## config.mk

```make
export PLATFORM = sky130hd
export DESIGN_NAME = obi_wb_bridge
export DESIGN_NICKNAME = d
export VERILOG_FILES = /design/src/rtl/tristan_bus_pkg.sv /design/src/rtl/obi_wb_bridge.sv
export SDC_FILE = /design/constraint.sdc
export NUM_CORES = 1
export LEC_CHECK = 0
export ABC_AREA = 1
export CORE_UTILIZATION = 37
export DETAILED_ROUTE_END_ITERATION = 6
export GPL_TIMING_DRIVEN = 0
export PLACE_DENSITY = 0.77
export SYNTH_ARGS = -nofsm -noshare
export SYNTH_HDL_FRONTEND = slang
export SYNTH_SLANG_ARGS = --single-unit
```

## constraint.sdc

```tcl
create_clock -name clk_i -period 4.1 [get_ports clk_i]
set_input_delay 0.41 -clock clk_i [delete_from_list [all_inputs] [get_ports clk_i]]
set_output_delay 0.41 -clock clk_i [all_outputs]
set_load 0.01 [all_outputs]
```

## src/rtl/tristan_bus_pkg.sv

```systemverilog
// Shared bus-bridge definitions: the OBI-to-Wishbone FSM encoding and the Wishbone byte-select width.
package tristan_bus_pkg;

  typedef enum logic [1:0] {
    IDLE,
    BUS,
    RESP
  } obi_wb_state_e;

  localparam int unsigned WB_SEL_W = 4;

endpackage

```

## src/rtl/obi_wb_bridge.sv

```systemverilog
// OBI data port to Wishbone B4 classic master bridge. It allows one outstanding access,
// and a bus watchdog turns a hung slave into an OBI error response.
module obi_wb_bridge
  import tristan_bus_pkg::*;
#(
  parameter int unsigned TIMEOUT_CYCLES = 255,
  parameter int unsigned ADDR_WIDTH     = 32
) (
  input  logic                  clk_i,
  input  logic                  rst_i,
  input  logic                  obi_req_i,
  output logic                  obi_gnt_o,
  input  logic [ADDR_WIDTH-1:0] obi_addr_i,
  input  logic                  obi_we_i,
  input  logic [WB_SEL_W-1:0]   obi_be_i,
  input  logic [31:0]           obi_wdata_i,
  output logic                  obi_rvalid_o,
  output logic [31:0]           obi_rdata_o,
  output logic                  obi_err_o,
  output logic                  wb_cyc_o,
  output logic                  wb_stb_o,
  output logic                  wb_we_o,
  output logic [ADDR_WIDTH-1:0] wb_adr_o,
  output logic [WB_SEL_W-1:0]   wb_sel_o,
  output logic [31:0]           wb_dat_o,
  input  logic [31:0]           wb_dat_i,
  input  logic                  wb_ack_i,
  input  logic                  wb_err_i
);

  // A width of 1 is kept when the watchdog is disabled, so that the counter is never zero-width.
  localparam int unsigned CNT_W = (TIMEOUT_CYCLES == 0) ? 1 : $clog2(TIMEOUT_CYCLES + 1);
  localparam logic [CNT_W-1:0] CNT_LAST =
    CNT_W'((TIMEOUT_CYCLES == 0) ? 0 : TIMEOUT_CYCLES - 1);
  localparam bit WDOG_EN = (TIMEOUT_CYCLES != 0);

  obi_wb_state_e    state;
  logic [CNT_W-1:0] cnt;
  logic             handshake;

  // The grant depends only on the request and the FSM state, never on WB inputs.
  assign obi_gnt_o = obi_req_i && (state == IDLE || state == RESP);
  assign handshake = obi_req_i && obi_gnt_o;

  always_ff @(posedge clk_i) begin
    if (rst_i) begin
      state        <= IDLE;
      cnt          <= '0;
      wb_cyc_o     <= 1'b0;
      wb_stb_o     <= 1'b0;
      wb_we_o      <= 1'b0;
      wb_adr_o     <= '0;
      wb_sel_o     <= '0;
      wb_dat_o     <= '0;
      obi_rvalid_o <= 1'b0;
      obi_rdata_o  <= '0;
      obi_err_o    <= 1'b0;
    end else begin
      obi_rvalid_o <= 1'b0;
      case (state)
        IDLE, RESP: begin
          if (handshake) begin
            state    <= BUS;
            cnt      <= '0;
            wb_cyc_o <= 1'b1;
            wb_stb_o <= 1'b1;
            wb_we_o  <= obi_we_i;
            wb_adr_o <= {obi_addr_i[ADDR_WIDTH-1:2], 2'b00};
            wb_sel_o <= obi_be_i;
            wb_dat_o <= obi_wdata_i;
          end else begin
            state <= IDLE;
          end
        end
        BUS: begin
          if (wb_err_i || (!wb_ack_i && WDOG_EN && cnt == CNT_LAST)) begin
            state        <= RESP;
            wb_cyc_o     <= 1'b0;
            wb_stb_o     <= 1'b0;
            obi_rvalid_o <= 1'b1;
            obi_err_o    <= 1'b1;
            obi_rdata_o  <= '0;
          end else if (wb_ack_i) begin
            state        <= RESP;
            wb_cyc_o     <= 1'b0;
            wb_stb_o     <= 1'b0;
            obi_rvalid_o <= 1'b1;
            obi_err_o    <= 1'b0;
            obi_rdata_o  <= wb_we_o ? '0 : wb_dat_i;
          end else if (WDOG_EN) begin
            cnt <= cnt + CNT_W'(1);
          end
        end
        default: state <= IDLE;
      endcase
    end
  end

endmodule

```

## Word-level counts from Yosys, hierarchy flattened

Cells that the tools add are included.

| operators by class | value |
|---|---|
| $add $sub $neg | 1 |
| equal/unequal tests | 7 |
| muxes and demuxes | 18 |
| bitwise gates (word level) | 1 |
| reduce and logical (&&, ||, !) cells | 15 |

Operators by type and width:

| kind | number |
|---|---|
| $mux 32 | 3 |
| $mux 8 | 3 |
| $pmux 8 s2 | 1 |
| $add 8x1->8 const B | 1 |
| $eq 8x8->1 const B | 1 |
| $mux 1 | 7 |
| $ne 2x2->1 const B | 3 |
| $mux 2 | 2 |
| $pmux 2 s2 | 1 |
| $reduce_and 2->1 | 2 |
| $reduce_and 4->1 | 1 |
| $reduce_bool 2->1 | 2 |
| $reduce_or 2->1 | 2 |
| $logic_and 1x1->1 | 3 |
| $ne 3x3->1 const B | 1 |
| $reduce_and 3->1 | 1 |
| $eq 2x1->1 const B | 1 |
| $eq 2x2->1 const B | 1 |
| $logic_not 2->1 | 1 |
| $logic_or 1x1->1 | 2 |
| $pmux 1 s2 | 1 |
| $logic_not 1->1 | 1 |
| $not 1->1 | 1 |

| storage, ports and cells | value |
|---|---|
| bits in registers | 112 |
| bits of input ports | 106 |
| output and inout bits | 106 |
| word-level logic and storage cells | 52 |

## Depth between registers and ports, before layout

| depth | value |
|---|---|
| depth after elaboration | 6 |
| depth in mapped cells | 11 |
| gate-level depth less buffers | 11 |

## Least setup slack after synthesis

OpenSTA, ideal clock, no wires.

| path | value |
|---|---|
| path kind | flip-flop to flip-flop |
| start | register cnt[0] |
| end | register obi_rdata_o[10] |
| setup time | 0.067 ns |
| data arrival time | 1.351 ns |
| required time | 4.033 ns |
| setup slack | 2.681 ns |
| cell stages (with the launch flop) | 11 |
| buffers on the path | 1 |
| path through | dfxtp_1 > inv_1 > ha_1 > inv_1 > nor2_4 > nand2_4 > nor2_4 > nor2_4 > buf_2 > nand3_1 > o21ai_2 |

| between the ends | value |
|---|---|
| word-level cells in the longest chain between the ends | 5 |
| elaborated cells on any way between the ends | 6 |
| classes of those cells | 1 x eq/ne; 1 x mux; 4 x reduce/logical |

Ends and longest elaborated chain:

| item | RTL line | source |
|---|---|---|
| start, declared | obi_wb_bridge.sv:38 | `logic [CNT_W-1:0] cnt;` |
| start signal, assigned | obi_wb_bridge.sv:91 | `cnt <= cnt + CNT_W'(1);` |
| $eq 8x8->1 (*) | obi_wb_bridge.sv:76 | `if (wb_err_i \|\| (!wb_ack_i && WDOG_EN && cnt == CNT_LAST)) begin` |
| $logic_and 1x1->1 (*) | obi_wb_bridge.sv:76 |  |
| $logic_or 1x1->1 (*) | obi_wb_bridge.sv:76 |  |
| $reduce_bool 2->1 (no source line) | -- |  |
| $reduce_and 2->1 (no source line) | -- |  |
| end signal, assigned | obi_wb_bridge.sv:89 | `obi_rdata_o <= wb_we_o ? '0 : wb_dat_i;` |
| end, declared | obi_wb_bridge.sv:18 | `output logic [31:0] obi_rdata_o,` |

Mark *: on every way between the ends. The rest lies on a longest branch, timed or not.
A chain may end at the register's enable or synchronous reset.

## Worst setup path after layout

| path | value |
|---|---|
| start | input port obi_req_i |
| end | output port obi_gnt_o |

| between the ends | value |
|---|---|
| word-level cells in the longest chain between the ends | 1 |

Ends and longest elaborated chain:

| item | RTL line | source |
|---|---|---|
| start, declared | obi_wb_bridge.sv:11 | `input logic obi_req_i,` |
| $logic_and 1x1->1 | obi_wb_bridge.sv:42 | `assign obi_gnt_o = obi_req_i && (state == IDLE \|\| state == RESP);` |
| end, declared | obi_wb_bridge.sv:12 | `output logic obi_gnt_o,` |

No other way between the ends.

==> flow_summary.json <==
{
  "outcome": "finished, final reports clean",
  "root_buffer": "clkbuf_16",
  "synth_warnings": 0,
  "yosys_register_bits": 112,
  "syn_inst": 535,
  "rows": 39,
  "critPathLaunch": "obi_req_i",
  "final_cells": 898,
  "syn_to_final_growth_pct": 57.6,
  "synth.top_cell.area_share_pct": 51.1,
  "wl_um": 12600,
  "start_util_pct": 38.3,
  "peakVddDrop_v": 0.000195,
  "drt-initial-drc-count": 302,
  "core_area_um2": 11500,
  "r2r_slack_ns": 2.46,
  "fin_crit_sh_pct": 61.8,
  "cts_tree": "built",
  "htree_levels": 3,
  "grt_overflow_total": 0,
  "routedWlPerCell_um": 14.0,
  "cts_sinks": 112,
  "io-pin-count": 212,
  "fmax_ghz": 0.395,
  "final_hold_viol_count": 0,
  "slew_viol_final": 0,
  "yosysTopAreaCell": "dfxtp_1",
  "vias": 4407,
  "dpl.cell_count": 885,
  "p_per_area_nw_per_um2": 363,
  "leakage_nw": 2.70,
  "netlist_area_um2": 4390,
  "viasPerCell": 4.91,
  "layout.nets": 861,
  "critPathCaptureType": "output port",
  "grt_pass1_vias": 4256,
  "hp-class": "primary input to flip-flop",
  "final_common_cell": "clkdlybuf4s50_1",
  "ys_types": 29,
  "cts.hold.buffers_added": 0,
  "setup_violations": 0,
  "antenna_found_initial": 1,
  "path_clk_slew_ns": 0.07,
  "rsz0062_at_grt": "false",
  "grt_max_degree": 17,
  "worstHoldStart": "rst_i",
  "yosysSeqAreaShare_pct": 51.1,
  "track_usage_pct": 20.4,
  "r2r-start": "cnt[0]",
  "final_cell_mix": "206 x clkdlybuf4s50_1, 138 x nor2_1, 112 x dfxtp_1, 73 x nand3_1, 71 x o21ai_0",
  "avgSynthCellArea_um2": 8.21,
  "die_h_um": 111,
  "dieArea_um2": 12300,
  "tns_ns": 0,
  "cp.arrival_ns": 2.12,
  "crit_type": "primary input to output port",
  "cts_setup_buffers": 0,
  "first_pass_iters": 4,
  "drive_above_1_share_pct": 10.9,
  "crit_path_max_fanout": 10,
  "yosys-top-cells-area": "dfxtp_1 51%, nor2_1 12%, nand3_1 8.3%",
  "cp-start-kind": "primary input",
  "maxCapViolCount": 0,
  "place_hpwl_um": 9590,
  "gp_congestion": 0.825,
  "cts_resized": 0,
  "post-route-min-period_ns": 2.53,
  "io_buffers": 206,
  "grt_pass1_wl_um": 20300,
  "finClkSkew_ns": 0.00810,
  "clk_latency_ns": 0.34,
  "die_w_um": 111,
  "antenna_cells": 0,
  "cts_max_path_buffers": 2,
  "ant_nets": 0,
  "cp.required_ns": 3.69,
  "cts_made_buffers": 9,
  "drc": 0
}
## per-layer routing
metal | wire length [um] | GRT usage [%]
met4 | 273 | 6.93
met2 | 6270 | 36.9
met1 | 5050 | 22.1
met3 | 955 | 6.72
met5 | 13 | 0
## worst max-delay path, cell delays in order
cell and delay [ns]:
clkdlybuf4s50_1 0.45, nand2_1 0.12, inv_2 0.15, clkbuf_1 0.37
clkdlybuf4s50_1 0.62
## synthesized netlist by cell type (all sizes together)
| library cell | count |
|---|---|
| dfxtp | 112 |
| o21bai | 1 |
| nor2 | 145 |
| clkbuf | 19 |
| xor2 | 2 |
| nand4 | 2 |
| xnor2 | 1 |
| nand3 | 74 |
| o21ai | 102 |
| inv | 17 |
| nand2 | 25 |
| dlygate4sd1 | 1 |
| ha | 2 |
| a21oi | 8 |
| conb | 1 |
| o211a | 1 |
| buf | 22 |
## cell families (layout without fill, tap and decap cells)
family | count (synthesis) | count (layout) | share of synthesized area [%]
other | 1 | 2 | 0.0854
AOI/OAI and AO/OA | 112 | 112 | 15.3
buffers and inverters | 59 | 278 | 7.07
xor gates and xnor gates | 3 | 3 | 0.599
DFF | 112 | 112 | 51.1
and+or+nand+nor | 246 | 246 | 25.3
adders and majority gates | 2 | 2 | 0.570
## cell type report
class	count	area (um^2)
buffer	42	246
clock buffer	10	239
clock inverter	3	43.8
fill	1025	4550
inverter	17	63.8
multi-input combinational	365	1840
sequential	112	2240
tap	143	179
timing repair buffer	206	2060
## state kept, by name, summed over array words and instances, names as in the netlist
name,count
cnt,8
obi_err_o,1
obi_rdata_o,32
obi_rvalid_o,1
state,2
wb_adr_o,30
wb_dat_o,32
wb_sel_o,4
wb_stb_o,1
wb_we_o,1
## through the flow
step                cell area (um^2)  worst slack (ns)  total power (W)  hold slack (ns)  utilization [%]
floorplan                       4390              2.68          0.00140            0.485                -
global placement                6640              1.59          0.00166            0.460             57.9
detailed placement              6640              1.57          0.00167            0.464             57.9
CTS                             6920              1.57          0.00253            0.370             60.3
global route                    6920              1.51          0.00262            0.379             60.3
finish                          6920              1.57          0.00251            0.381             60.3
## path summary, 6_finish.rpt
kind | to | depth (start not counted)
setup / recovery | obi_gnt_o | 5
hold / removal | cnt[5] | 2
hold reg to reg | obi_rdata_o[27] | 2
setup reg to reg | obi_rdata_o[7] | 10
## power by group
group / switching [W] / leakage, nW / internal (W)
Clock: 0.000382 / 0.141 / 0.000482
Combinational: 0.000208 / 1.64 / 0.000254
Sequential: 0.0000326 / 0.920 / 0.00115
Total: 0.000623 / 2.70 / 0.00189
Power figures use the tool's default switching activity.
